**config.mk**
```make
export PLATFORM = sky130hd
export DESIGN_NAME = cache_port_arbiter
export DESIGN_NICKNAME = d
export VERILOG_FILES = /design/src/rtl/cache_arb_pkg.sv /design/src/rtl/rr_arbiter2.sv /design/src/rtl/cache_port_arbiter.sv
export SDC_FILE = /design/constraint.sdc
export NUM_CORES = 1
export LEC_CHECK = 0
export CAP_MARGIN = 30
export CORE_ASPECT_RATIO = 1.75
export CORE_MARGIN = 2
export CORE_UTILIZATION = 42
export CTS_CLUSTER_DIAMETER = 120
export DETAILED_ROUTE_END_ITERATION = 7
export PLACE_DENSITY_LB_ADDON = 0.25
export SYNTH_ARGS = -nofsm -noshare
export SYNTH_HDL_FRONTEND = slang
export SYNTH_SLANG_ARGS = --single-unit
```
**constraint.sdc**
```tcl
create_clock -name clk -period 4 [get_ports clk]
set_clock_uncertainty 0.15 [all_clocks]
set_input_delay 0.4 -clock clk [delete_from_list [all_inputs] [get_ports clk]]
set_output_delay 0.4 -clock clk [all_outputs]
set_load 0.1 [all_outputs]
```
**src/rtl/cache_arb_pkg.sv**
```systemverilog
// rtl/cache_arb_pkg.sv - shared types and constants for the cache port arbiter
package cache_arb_pkg;
    typedef enum logic [1:0] {IDLE, ISSUE, WAIT, RESP} arb_state_t;

    localparam logic OWNER_M0 = 1'b0;
    localparam logic OWNER_M1 = 1'b1;

    localparam int DEFAULT_TIMEOUT = 16;
endpackage

```
**src/rtl/rr_arbiter2.sv**
```systemverilog
// rtl/rr_arbiter2.sv - two-way round-robin winner select with last-grant memory
module rr_arbiter2
    import cache_arb_pkg::*;
(
    input  logic clk,
    input  logic rst,
    input  logic i_req0,
    input  logic i_req1,
    input  logic i_grant_en,
    output logic o_any,
    output logic o_winner
);
    logic r_last_grant;

    assign o_any    = i_req0 | i_req1;
    // On a tie the master that did not win last time gets the port.
    assign o_winner = (i_req0 && i_req1) ? ~r_last_grant : i_req1;

    always_ff @(posedge clk or negedge rst) begin
        if (!rst) begin
            r_last_grant <= OWNER_M1;
        end else if (i_grant_en && o_any) begin
            r_last_grant <= o_winner;
        end
    end
endmodule

```
**src/rtl/cache_port_arbiter.sv**
```systemverilog
// rtl/cache_port_arbiter.sv - two-master arbiter and single-transaction sequencer for the cache port
module cache_port_arbiter
    import cache_arb_pkg::*;
#(
    parameter int ADDR_W  = 32,
    parameter int DATA_W  = 32,
    parameter int TIMEOUT = DEFAULT_TIMEOUT,
    parameter int CNT_W   = 5
) (
    input  logic              clk,
    input  logic              rst,
    input  logic              m0_req,
    input  logic              m0_we,
    input  logic [ADDR_W-1:0] m0_addr,
    input  logic [DATA_W-1:0] m0_wdata,
    input  logic              m1_req,
    input  logic              m1_we,
    input  logic [ADDR_W-1:0] m1_addr,
    input  logic [DATA_W-1:0] m1_wdata,
    output logic              m0_gnt,
    output logic              m1_gnt,
    output logic              m0_rsp_valid,
    output logic              m1_rsp_valid,
    output logic [DATA_W-1:0] rsp_rdata,
    output logic              rsp_err,
    output logic              cache_req,
    output logic              cache_mode,
    output logic [ADDR_W-1:0] cache_addr,
    output logic [DATA_W-1:0] cache_wdata,
    input  logic              cache_done,
    input  logic [DATA_W-1:0] cache_rdata,
    output logic              cache_abort,
    output logic              busy
);
    arb_state_t        r_state;
    logic              r_owner;
    logic              r_we;
    logic [ADDR_W-1:0] r_addr;
    logic [DATA_W-1:0] r_wdata;
    logic [DATA_W-1:0] r_rdata;
    logic              r_err;
    logic              r_cache_req;
    logic              r_rsp_valid;
    logic [CNT_W-1:0]  r_wd;

    logic w_any;
    logic w_winner;
    logic w_grant;
    logic w_timeout;

    // Grant is same-cycle; masked by rst so nothing leaks out while reset is held.
    assign w_grant   = rst && (r_state == IDLE) && w_any;
    assign w_timeout = (r_state == WAIT) && !cache_done && (r_wd == CNT_W'(TIMEOUT - 1));

    rr_arbiter2 u_rr_arbiter2 (
        .clk        (clk),
        .rst        (rst),
        .i_req0     (m0_req),
        .i_req1     (m1_req),
        .i_grant_en (w_grant),
        .o_any      (w_any),
        .o_winner   (w_winner)
    );

    always_ff @(posedge clk or negedge rst) begin
        if (!rst) begin
            r_state     <= IDLE;
            r_owner     <= OWNER_M0;
            r_we        <= 1'b0;
            r_addr      <= '0;
            r_wdata     <= '0;
            r_rdata     <= '0;
            r_err       <= 1'b0;
            r_cache_req <= 1'b0;
            r_rsp_valid <= 1'b0;
            r_wd        <= '0;
        end else begin
            case (r_state)
                IDLE: begin
                    if (w_grant) begin
                        r_owner     <= w_winner;
                        r_we        <= w_winner ? m1_we    : m0_we;
                        r_addr      <= w_winner ? m1_addr  : m0_addr;
                        r_wdata     <= w_winner ? m1_wdata : m0_wdata;
                        r_cache_req <= 1'b1;
                        r_state     <= ISSUE;
                    end
                end
                ISSUE: begin
                    r_cache_req <= 1'b0;
                    r_wd        <= '0;
                    r_state     <= WAIT;
                end
                WAIT: begin
                    if (cache_done) begin
                        r_rdata     <= r_we ? '0 : cache_rdata;
                        r_err       <= 1'b0;
                        r_rsp_valid <= 1'b1;
                        r_state     <= RESP;
                    end else if (w_timeout) begin
                        r_rdata     <= '0;
                        r_err       <= 1'b1;
                        r_rsp_valid <= 1'b1;
                        r_state     <= RESP;
                    end else begin
                        r_wd <= r_wd + CNT_W'(1);
                    end
                end
                RESP: begin
                    r_rsp_valid <= 1'b0;
                    r_state     <= IDLE;
                end
                default: r_state <= IDLE;
            endcase
        end
    end

    assign m0_gnt       = w_grant && (w_winner == OWNER_M0);
    assign m1_gnt       = w_grant && (w_winner == OWNER_M1);
    assign m0_rsp_valid = r_rsp_valid && (r_owner == OWNER_M0);
    assign m1_rsp_valid = r_rsp_valid && (r_owner == OWNER_M1);
    assign rsp_rdata    = (r_state == RESP) ? r_rdata : '0;
    assign rsp_err      = (r_state == RESP) ? r_err : 1'b0;
    assign cache_req    = r_cache_req;
    assign cache_mode   = r_we;
    assign cache_addr   = r_addr;
    assign cache_wdata  = r_wdata;
    assign cache_abort  = w_timeout;
    assign busy         = (r_state != IDLE);
endmodule

```
==> results.yml <==
synthesis:
  netlist_top_cells_count: "dfrtp_1, a221o_1, and2_0"
  synth_flop_cell: "dfrtp_1"
  ys_ff_latch: 109
  synth_cell_type_count: 30
  yosysWarnings: 0
  seq_area_frac_synth_pct: 56.10
  yosysTopAreaCell: "dfrtp_1"
  synth.cell_area_um2: 4865
  synth-edff-count: 0
  synth.most_common_cell: "dfrtp_1"
  synth_top_area_share_pct: 55.56
  syn-num-nets: 562
  synthArstFlopShare_pct: 100.0
  synth_area_leaders: "dfrtp_1, a221o_1, and2_0, a22o_1, and2_1"
  netlist_instances: 389
  synth.avg_cell_area_um2: 12.51
placed_design:
  hpwl_um: 11490
  gp_congestion: 0.8024
  place.port_buffers: 271
routing:
  drt_wl_total_um: 15510
  drt_iter0_markers: 166
  avgRoutedWirePerCell_um: 19.64
  post-route-drc-count: 0
  first_pass_iters: 4
  vias: 4287
  ant_nets: 0
  via_per_inst: 5.427
clock_tree:
  cts.sinks: 109
  ctsRootBufferMaster: "clkbuf_16"
  clk_latency_ns: 0.34
  cts_tree: "done"
  clockBufferDepth: 2
  numCtsBuffers: 9
  htree_levels: 3
  clk_pin_slew_ns: 0.07
job:
  cap_violations: 0
global_route:
  grt_pass1_vias: 4630
  grt-ovfl-total: 0
  globalRouteTotalUtil_pct: 25.37
  grt_pass1_wl_um: 24690
  antenna_found_initial: 0
  grt_max_degree: 69
die:
  coreArea_um2: 11450
  dieArea_um2: 12490
  initial_core_util_pct: 42.48
  die_w_um: 85.36
  die_height_um: 146.4
  io_pins: 272
  rows: 52
hold_path:
  worstHoldPathType: "register to register"
sta:
  min_period_over_period_pct: 80.21
  worst_pin_slew_ns: 1.051
  setup_viol: 0
  period_minus_slack_ns: 3.209
  final_max_slew_viol_count: 0
  finalSetupTns_ns: 0
  rsz0062_at_grt: "no"
  slew_headroom_pct: 29.75
  fmax_mhz: 311.7
  hold_viol: 0
setup_path:
  endpoint_kind: "output port"
  crit_required_ns: 3.45
  critical_path_class: "input port to output port"
  arrival_ns: 2.66
  worstPathMaxFanout: 45
  setup.worst_path.start_class: "input port"
finish:
  fillers: 894
  diodes: 0
  drive_gt1_share_pct: 10.38
  fin_nets: 823
  area_growth_pct: 61.81
status:
  status: "completed"
registers in the layout, summed over array words and instances, names as in the netlist:
signal / count
u_rr_arbiter2.r_last_grant: 1
r_owner: 1
r_rsp_valid: 1
cache_req: 1
cache_addr: 32
r_state: 2
cache_wdata: 32
cache_mode: 1
r_err: 1
r_rdata: 32
r_wd: 5
stage by stage:
stage / instances / cell area (um2) / util (%) / setup slack [ns] / hold WS, ns
final: 790 / 7871 / 68.74 / 0.7914 / 0.3503
after global routing: 790 / 7871 / 68.74 / 0.6117 / 0.3672
after CTS: 790 / 7871 / 68.74 / 0.7526 / 0.3553
after detailed placement: 773 / 7551 / 65.94 / 1.318 / 0.2944
after global placement: 771 / 7496 / 65.46 / 1.350 / 0.2845
after floorplan: 389 / 4865 / - / 1.256 / -0.04559
metal layers:
| layer | track usage (%) | vias to the layer above | routed length (um) |
|---|---|---|---|
| met5 | 0 | - | 0 |
| met3 | 7.575 | 27 | 1217 |
| li1 | - | 1955 | - |
| met2 | 45.31 | 212 | 8300 |
| met1 | 28.28 | 2093 | 5585 |
| met4 | 8.492 | 0 | 411 |
cell type report:
cell class                      count  area (um2)  area share, %
Tap cell                          135       168.9          2.146
Timing Repair Buffer              282        2745          34.88
Inverter                            7       26.28         0.3338
Multi-Input combinational cell    241        1892          24.03
Clock buffer                       12       236.5          3.004
Clock inverter                      4       73.82         0.9378
Sequential cell                   109        2729          34.67
cells in the final DEF (no fill, tap or decap), types with 2 or more instances in the layout:
cell type | synthesis | routed
buf_16 | 0 | 2
a21oi_4 | 0 | 2
a22o_1 | 32 | 32
a21oi_1 | 5 | 5
inv_1 | 7 | 7
nor2_1 | 4 | 3
nand2_1 | 8 | 8
mux2i_1 | 2 | 2
a221o_1 | 65 | 65
buf_4 | 1 | 45
nand3_1 | 5 | 5
ha_1 | 6 | 6
bufinv_16 | 0 | 2
and2_0 | 65 | 65
dfrtp_1 | 108 | 108
clkbuf_16 | 0 | 9
o21ai_0 | 2 | 2
clkbuf_1 | 9 | 3
clkdlybuf4s50_1 | 0 | 234
and2_1 | 33 | 33
kinds of logic (layout without fill, tap and decap cells):
logic type / count (synthesis) / after routing / share of synthesized area, %
adders and majority gates: 6 / 6 / 1.543
DFF: 109 / 109 / 56.10
muxes: 3 / 3 / 0.6430
AOI/OAI and AO/OA: 111 / 111 / 21.27
and+or+nand+nor: 121 / 121 / 15.00
buffers and inverters: 39 / 305 / 5.453
repair_timing:
action,in CTS,in global routing
endpoints found under the hold margin,40,0
buffers inserted,0,0
hold buffers,1,0
gates resized for setup,0,0
worst max-delay path, stage by stage:
cell and delay [ns]:
dlygate4sd3_1 0.55, buf_4 0.48, nand3_1 0.23, a21oi_4 0.16, buf_4 0.40, buf_4 0.37
path summary, 6_finish.rpt:
check | from | to | slack (ns) | depth (start not counted)
max | rst | m1_gnt | 0.79 | 6
min | r_rdata[29] | r_rdata[29] | 0.35 | 1
max reg2reg | r_state[0] | cache_addr[23] | 1.61 | 6
min reg2reg | r_rdata[29] | r_rdata[29] | 0.35 | 1
max in group asynchronous | rst | cache_addr[4] | 1.90 | 3
min in group asynchronous | rst | cache_wdata[3] | 0.48 | 2
Power is left out: the tool's default activity adds up to more than one toggle a clock period on the data nets, which glitch-free logic cannot reach.
==> RTL edit 1: new RTL, same flow settings <==
`CNT_W`: 5 -> 10.
--- a/src/rtl/cache_port_arbiter.sv
+++ b/src/rtl/cache_port_arbiter.sv
@@ -5,7 +5,7 @@
     parameter int ADDR_W  = 32,
     parameter int DATA_W  = 32,
     parameter int TIMEOUT = DEFAULT_TIMEOUT,
-    parameter int CNT_W   = 5
+    parameter int CNT_W   = 10
 ) (
     input  logic              clk,
     input  logic              rst,
Function: same outputs for any inputs over 10 cycles, from zero or initial values and one cycle with rst low; that may be too few to reach the edited logic, so the function may still have changed.
==> RTL edit 1 against the unedited design <==
The run now ends with design-rule violations left; area after synthesis increased by 2.7%; global-route usage grew 0.49 points; critical path type unchanged; cell area grew 7.2%; routed wire length is 6.3% higher; sequential cell count rose by 5; worst setup slack worse by 0.038 ns.
Power is not shown: default switching activity piles up to over one toggle a cycle in this logic, so the estimate is an artifact.
==> RTL edit 1: results (changes against the unedited design) <==
status: "finished, violations left"  # was complete, no violations
violations: "design-rule violations"
wl_met1_um: 5790  # was 5590 um
gp_congestion: 0.865  # was 0.802
synth_area_leaders: "dfrtp_1 57%, a222oi_1 13%, a22o_1 5.6%"  # was dfrtp_1 56%, a221o_1 13%, and2_0 8.4%
synthFlopType: "dfrtp_1"  # unchanged
ctsResizeCount: 0  # unchanged
cp.arrival_ns: 2.70  # was 2.66 ns
dp_hpwl_um: 11600  # was 11500 um
syn-num-nets: 602  # was 562
dp_cells: 811  # was 773
dr.first_iter.drc_count: 424  # was 166
cts_root_buf: "clkbuf_16"  # unchanged
wl_met2_um: 8780  # was 8300 um
worstSkewPairLatency_ns: 0.40  # was 0.34 ns
synthMuxAreaShare: 0.00626  # was 0.00643
dr.pass1.iters: 8  # was 4
final.fill_count: 828  # was 894
slowest_stage: "and4_2"  # was dlygate4sd3_1
grt_pass1_vias: 4997  # was 4630
layout-drive-gt1-share: 0.128  # was 0.104
cts_buffers: 17  # was 9
ys_seq_area_frac: 0.571  # was 0.561
r2r_cells: 7  # was 6
slowest_delay_ns: 0.81  # was 0.55 ns
worst_slew_pin_slew_ns: 1.03  # was 1.05 ns
grt_max_degree: 70  # was 69
drv_slew: 0  # unchanged
cts_buffer_depth: 2  # unchanged
io_buffers: 271  # unchanged
top_layer: "met4"  # unchanged
syn-instance-count: 430  # was 389
grt_pass1_wl_um: 25700  # was 24700 um
routed-wl-met3_um: 1480  # was 1220 um
fin_nets: 868  # was 823
synth_cell_type_count: 45  # was 30
hold_class: "register to register"  # unchanged
final_cells: 844  # was 790
grtUsageTotal: 0.259  # was 0.254
hold_depth: 1  # unchanged
synth_async_sr_flop_share: 1.00  # unchanged
synthTopCellsByCount: "113 x dfrtp_1, 74 x inv_1, 65 x a222oi_1, 34 x and2_1, 32 x a22o_1"  # was 108 x dfrtp_1, 65 x a221o_1, 65 x and2_0, 33 x and2_1, 32 x a22o_1
grt_antenna_before_repair: 0  # unchanged
drt_drc_violations_left: 23  # was 0
ys.warnings.count: 0  # unchanged
synthAdderAreaFrac: 0.0125  # was 0.0154
synth-compound-area-share: 0.233  # was 0.213
clkTransAtPathRegs_ns: 0.05  # was 0.07 ns
synth_xor_xnor_area_share: 0  # unchanged
htreeDepth: 4  # was 3
wl_per_cell_um: 19.5  # was 19.6 um
num_vias: 4800  # was 4287
n_antenna_cell: 0  # unchanged
cp_max_fo: 50  # was 45
RTL edit 1: stage by stage:
stage	util	cell area, sq um	worst slack (ns)
6_report	0.728	8430	0.754
5_1_grt	0.728	8430	0.553
4_1_cts	0.728	8430	0.706
3_5_place_dp	0.672	7780	1.16
3_3_place_gp	0.665	7700	1.25
2_1_floorplan	-	5000	1.34
RTL edit 1: metal layers:
| layer | global-route usage | vias up |
|---|---|---|
| met3 | 0.0888 | 30 |
| met1 | 0.287 | 2351 |
| met4 | 0.104 | 0 |
| li1 | - | 2139 |
| met5 | 0 | - |
| met2 | 0.447 | 280 |
RTL edit 1: final timing paths:
path                            start              end  slack, ns
setup / recovery                  rst           m1_gnt       0.75
hold / removal             r_rdata[3]       r_rdata[3]       0.34
setup reg to reg           r_state[1]  cache_wdata[24]       1.36
hold reg to reg            r_rdata[3]       r_rdata[3]       0.34
max in group asynchronous         rst       r_state[1]       2.00
min in group asynchronous         rst       r_rdata[8]       0.42
RTL edit 1: layout make-up:
class / count / area, sq um / share of cell area
clock inverters: 8 / 149 / 0.0177
well taps: 135 / 169 / 0.0200
repair buffers: 281 / 2770 / 0.328
clock buffers: 24 / 492 / 0.0583
multi-input cells: 208 / 1720 / 0.204
inverters: 74 / 278 / 0.0329
flip-flops and latches: 114 / 2850 / 0.338
RTL edit 1: timing repair:
| item | in CTS | in global routing |
|---|---|---|
| hold buffers | 1 | 0 |
| setup buffers | 0 | 0 |
| hold endpoints to repair | 47 | 0 |
RTL edit 1: logic make-up after synthesis:
| family | after synthesis |
|---|---|
| and+or+nand+nor | 71 |
| muxes | 3 |
| adders and majority gates | 5 |
| DFF | 114 |
| buffers and inverters | 108 |
| AOI/OAI and AO/OA | 129 |
RTL edit 1: critical path, delay by kind of cell:
family        cells  cell delay [ns]
buf+inv           3             1.46
simple gates      1             0.81
==> RTL edit 2: new RTL, same settings <==
Made on the original files. Reset style: synchronous (`rst`), changed in 2 clocked blocks.
--- a/src/rtl/rr_arbiter2.sv
+++ b/src/rtl/rr_arbiter2.sv
@@ -16,7 +16,7 @@
     // On a tie the master that did not win last time gets the port.
     assign o_winner = (i_req0 && i_req1) ? ~r_last_grant : i_req1;
 
-    always_ff @(posedge clk or negedge rst) begin
+    always_ff @(posedge clk) begin
         if (!rst) begin
             r_last_grant <= OWNER_M1;
         end else if (i_grant_en && o_any) begin
--- a/src/rtl/cache_port_arbiter.sv
+++ b/src/rtl/cache_port_arbiter.sv
@@ -62,7 +62,7 @@
         .o_winner   (w_winner)
     );
 
-    always_ff @(posedge clk or negedge rst) begin
+    always_ff @(posedge clk) begin
         if (!rst) begin
             r_state     <= IDLE;
             r_owner     <= OWNER_M0;
Function: differs if rst is asserted again (counterexample within 4 cycles, from zero or initial values and one cycle with rst low); with rst held inactive, the same outputs for 10 cycles.
==> RTL edit 2 against the unedited design <==
Final cell count increased by 3.8%; area after synthesis decreased by 8.1%; worst setup slack improved by 0.30 ns; cell area decreased by 6.0%; routed wire length decreased by 0.85%; critical path depth decreased by 2; sequential cell count unchanged; highest routed layer unchanged.
==> RTL edit 2: results (changes against the unedited design) <==
ctsResizeCount: 0  # unchanged
cts_root_buf: "clkbuf_16"  # unchanged
totalWireLength_um: 15400  # was 15500 um
cp.arrival_ns: 2.36  # was 2.66 ns
n_antenna_cell: 0  # unchanged
pre_cts_slack_ns: 1.43  # was 1.32 ns
io_buffers: 271  # unchanged
cts_setup_buffers: 0  # unchanged
die_w_um: 82.0  # was 85.4 um
worstSkewPairLatency_ns: 0.34  # about the same
synth_area_leaders: "dfxtp_1 49%, a221o_1 15%, and3_1 9.2%"  # was dfrtp_1 56%, a221o_1 13%, and2_0 8.4%
grt_antenna_before_repair: 0  # unchanged
ir_drop_uv: 473
cp_max_fo: 8  # was 45
grt_pass1_vias: 4588  # was 4630
dr.pass1.iters: 7  # was 4
grtUsageTotal: 0.260  # was 0.254
grt_max_degree: 74  # was 69
grt_pass1_wl_um: 22900  # was 24700 um
synthTopCellsByCount: "109 x dfxtp_1, 66 x and3_1, 65 x a221o_1, 35 x nor2_1, 34 x and2_1"  # was 108 x dfrtp_1, 65 x a221o_1, 65 x and2_0, 33 x and2_1, 32 x a22o_1
maxCapViolCount: 0  # unchanged
synth_cell_type_count: 34  # was 30
slew_headroom: 0.306  # was 0.297
dr.first_iter.drc_count: 171  # was 166
num_vias: 4492  # was 4287
cts_buffers: 9  # unchanged
fin_nets: 861  # was 823
ys_seq_area_frac: 0.488  # was 0.561
layout-drive-gt1-share: 0.0952  # was 0.104
dp_hpwl_um: 11300  # was 11500 um
setup_violations: 0  # unchanged
tns_ns: 0  # unchanged
ys.warnings.count: 0  # unchanged
synth_async_sr_flop_share: 0  # was 1.00
status: "complete, no violations"  # unchanged
gp_congestion: 0.795  # was 0.802
syn-num-nets: 617  # was 562
cts_buffer_depth: 2  # unchanged
switching_share: 0.506
clkTransAtPathRegs_ns: 0.07  # about the same
hold_class: "register to register"  # unchanged
==> RTL edit 2: per-layer routing <==
layer / up-vias / part of all wire / track usage
met5: - / 0 / 0
met4: 0 / 0.035 / 0.118
met3: 34 / 0.077 / 0.0715
met2: 222 / 0.52 / 0.471
met1: 2085 / 0.37 / 0.267
li1: 2151 / - / -
==> RTL edit 2: final cells by class <==
type / instances / area [sq um]
flip-flops and latches: 109 / 2180
repair buffers: 279 / 2720
well taps: 127 / 159
multi-input cells: 283 / 2040
clock buffers: 12 / 246
fillers: 780 / 2900
inverters: 6 / 22.5
clock inverters: 4 / 32.5
==> RTL edit 2: power by group through the flow <==
stage	combinational (mW)	clock [mW]	sequential [mW]
after floorplan	0.793	0	2.86
after global placement	2.88	0	1.48
after detailed placement	2.93	0	1.48
after CTS	2.94	0.849	1.47
after global routing	3.03	0.891	1.50
final	2.93	0.828	1.47
==> RTL edit 2: final timing paths <==
kind	startpoint	endpoint	slack, ns	cells past startpoint
setup / recovery	r_state[0]	busy	1.09	4
setup reg to reg	r_state[0]	cache_wdata[22]	1.60	7
hold / removal	cache_req	cache_req	0.32	2
hold reg to reg	cache_req	cache_req	0.32	2
==> RTL edit 2: critical path, stage by stage, from the launching register on <==
cell	delay [ns]
dfxtp_1	0.39
inv_1	0.09
ha_1	0.32
inv_1	0.09
clkdlybuf4s50_1	1.13
==> RTL edit 2: metrics by stage <==
step	cell area (sq um)	utilization	std cells
finish	7400	0.719	820
global route	7400	0.719	820
CTS	7400	0.719	820
detailed placement	7120	0.692	804
global placement	7100	0.689	803
floorplan	4470	-	444
==> RTL edit 2: cells by family after synthesis <==
logic type	share of synthesized area
and+or+nand+nor	0.205
AOI/OAI and AO/OA	0.224
DFF	0.488
buffers and inverters	0.0616
adders and majority gates	0.0168
muxes	0.00448
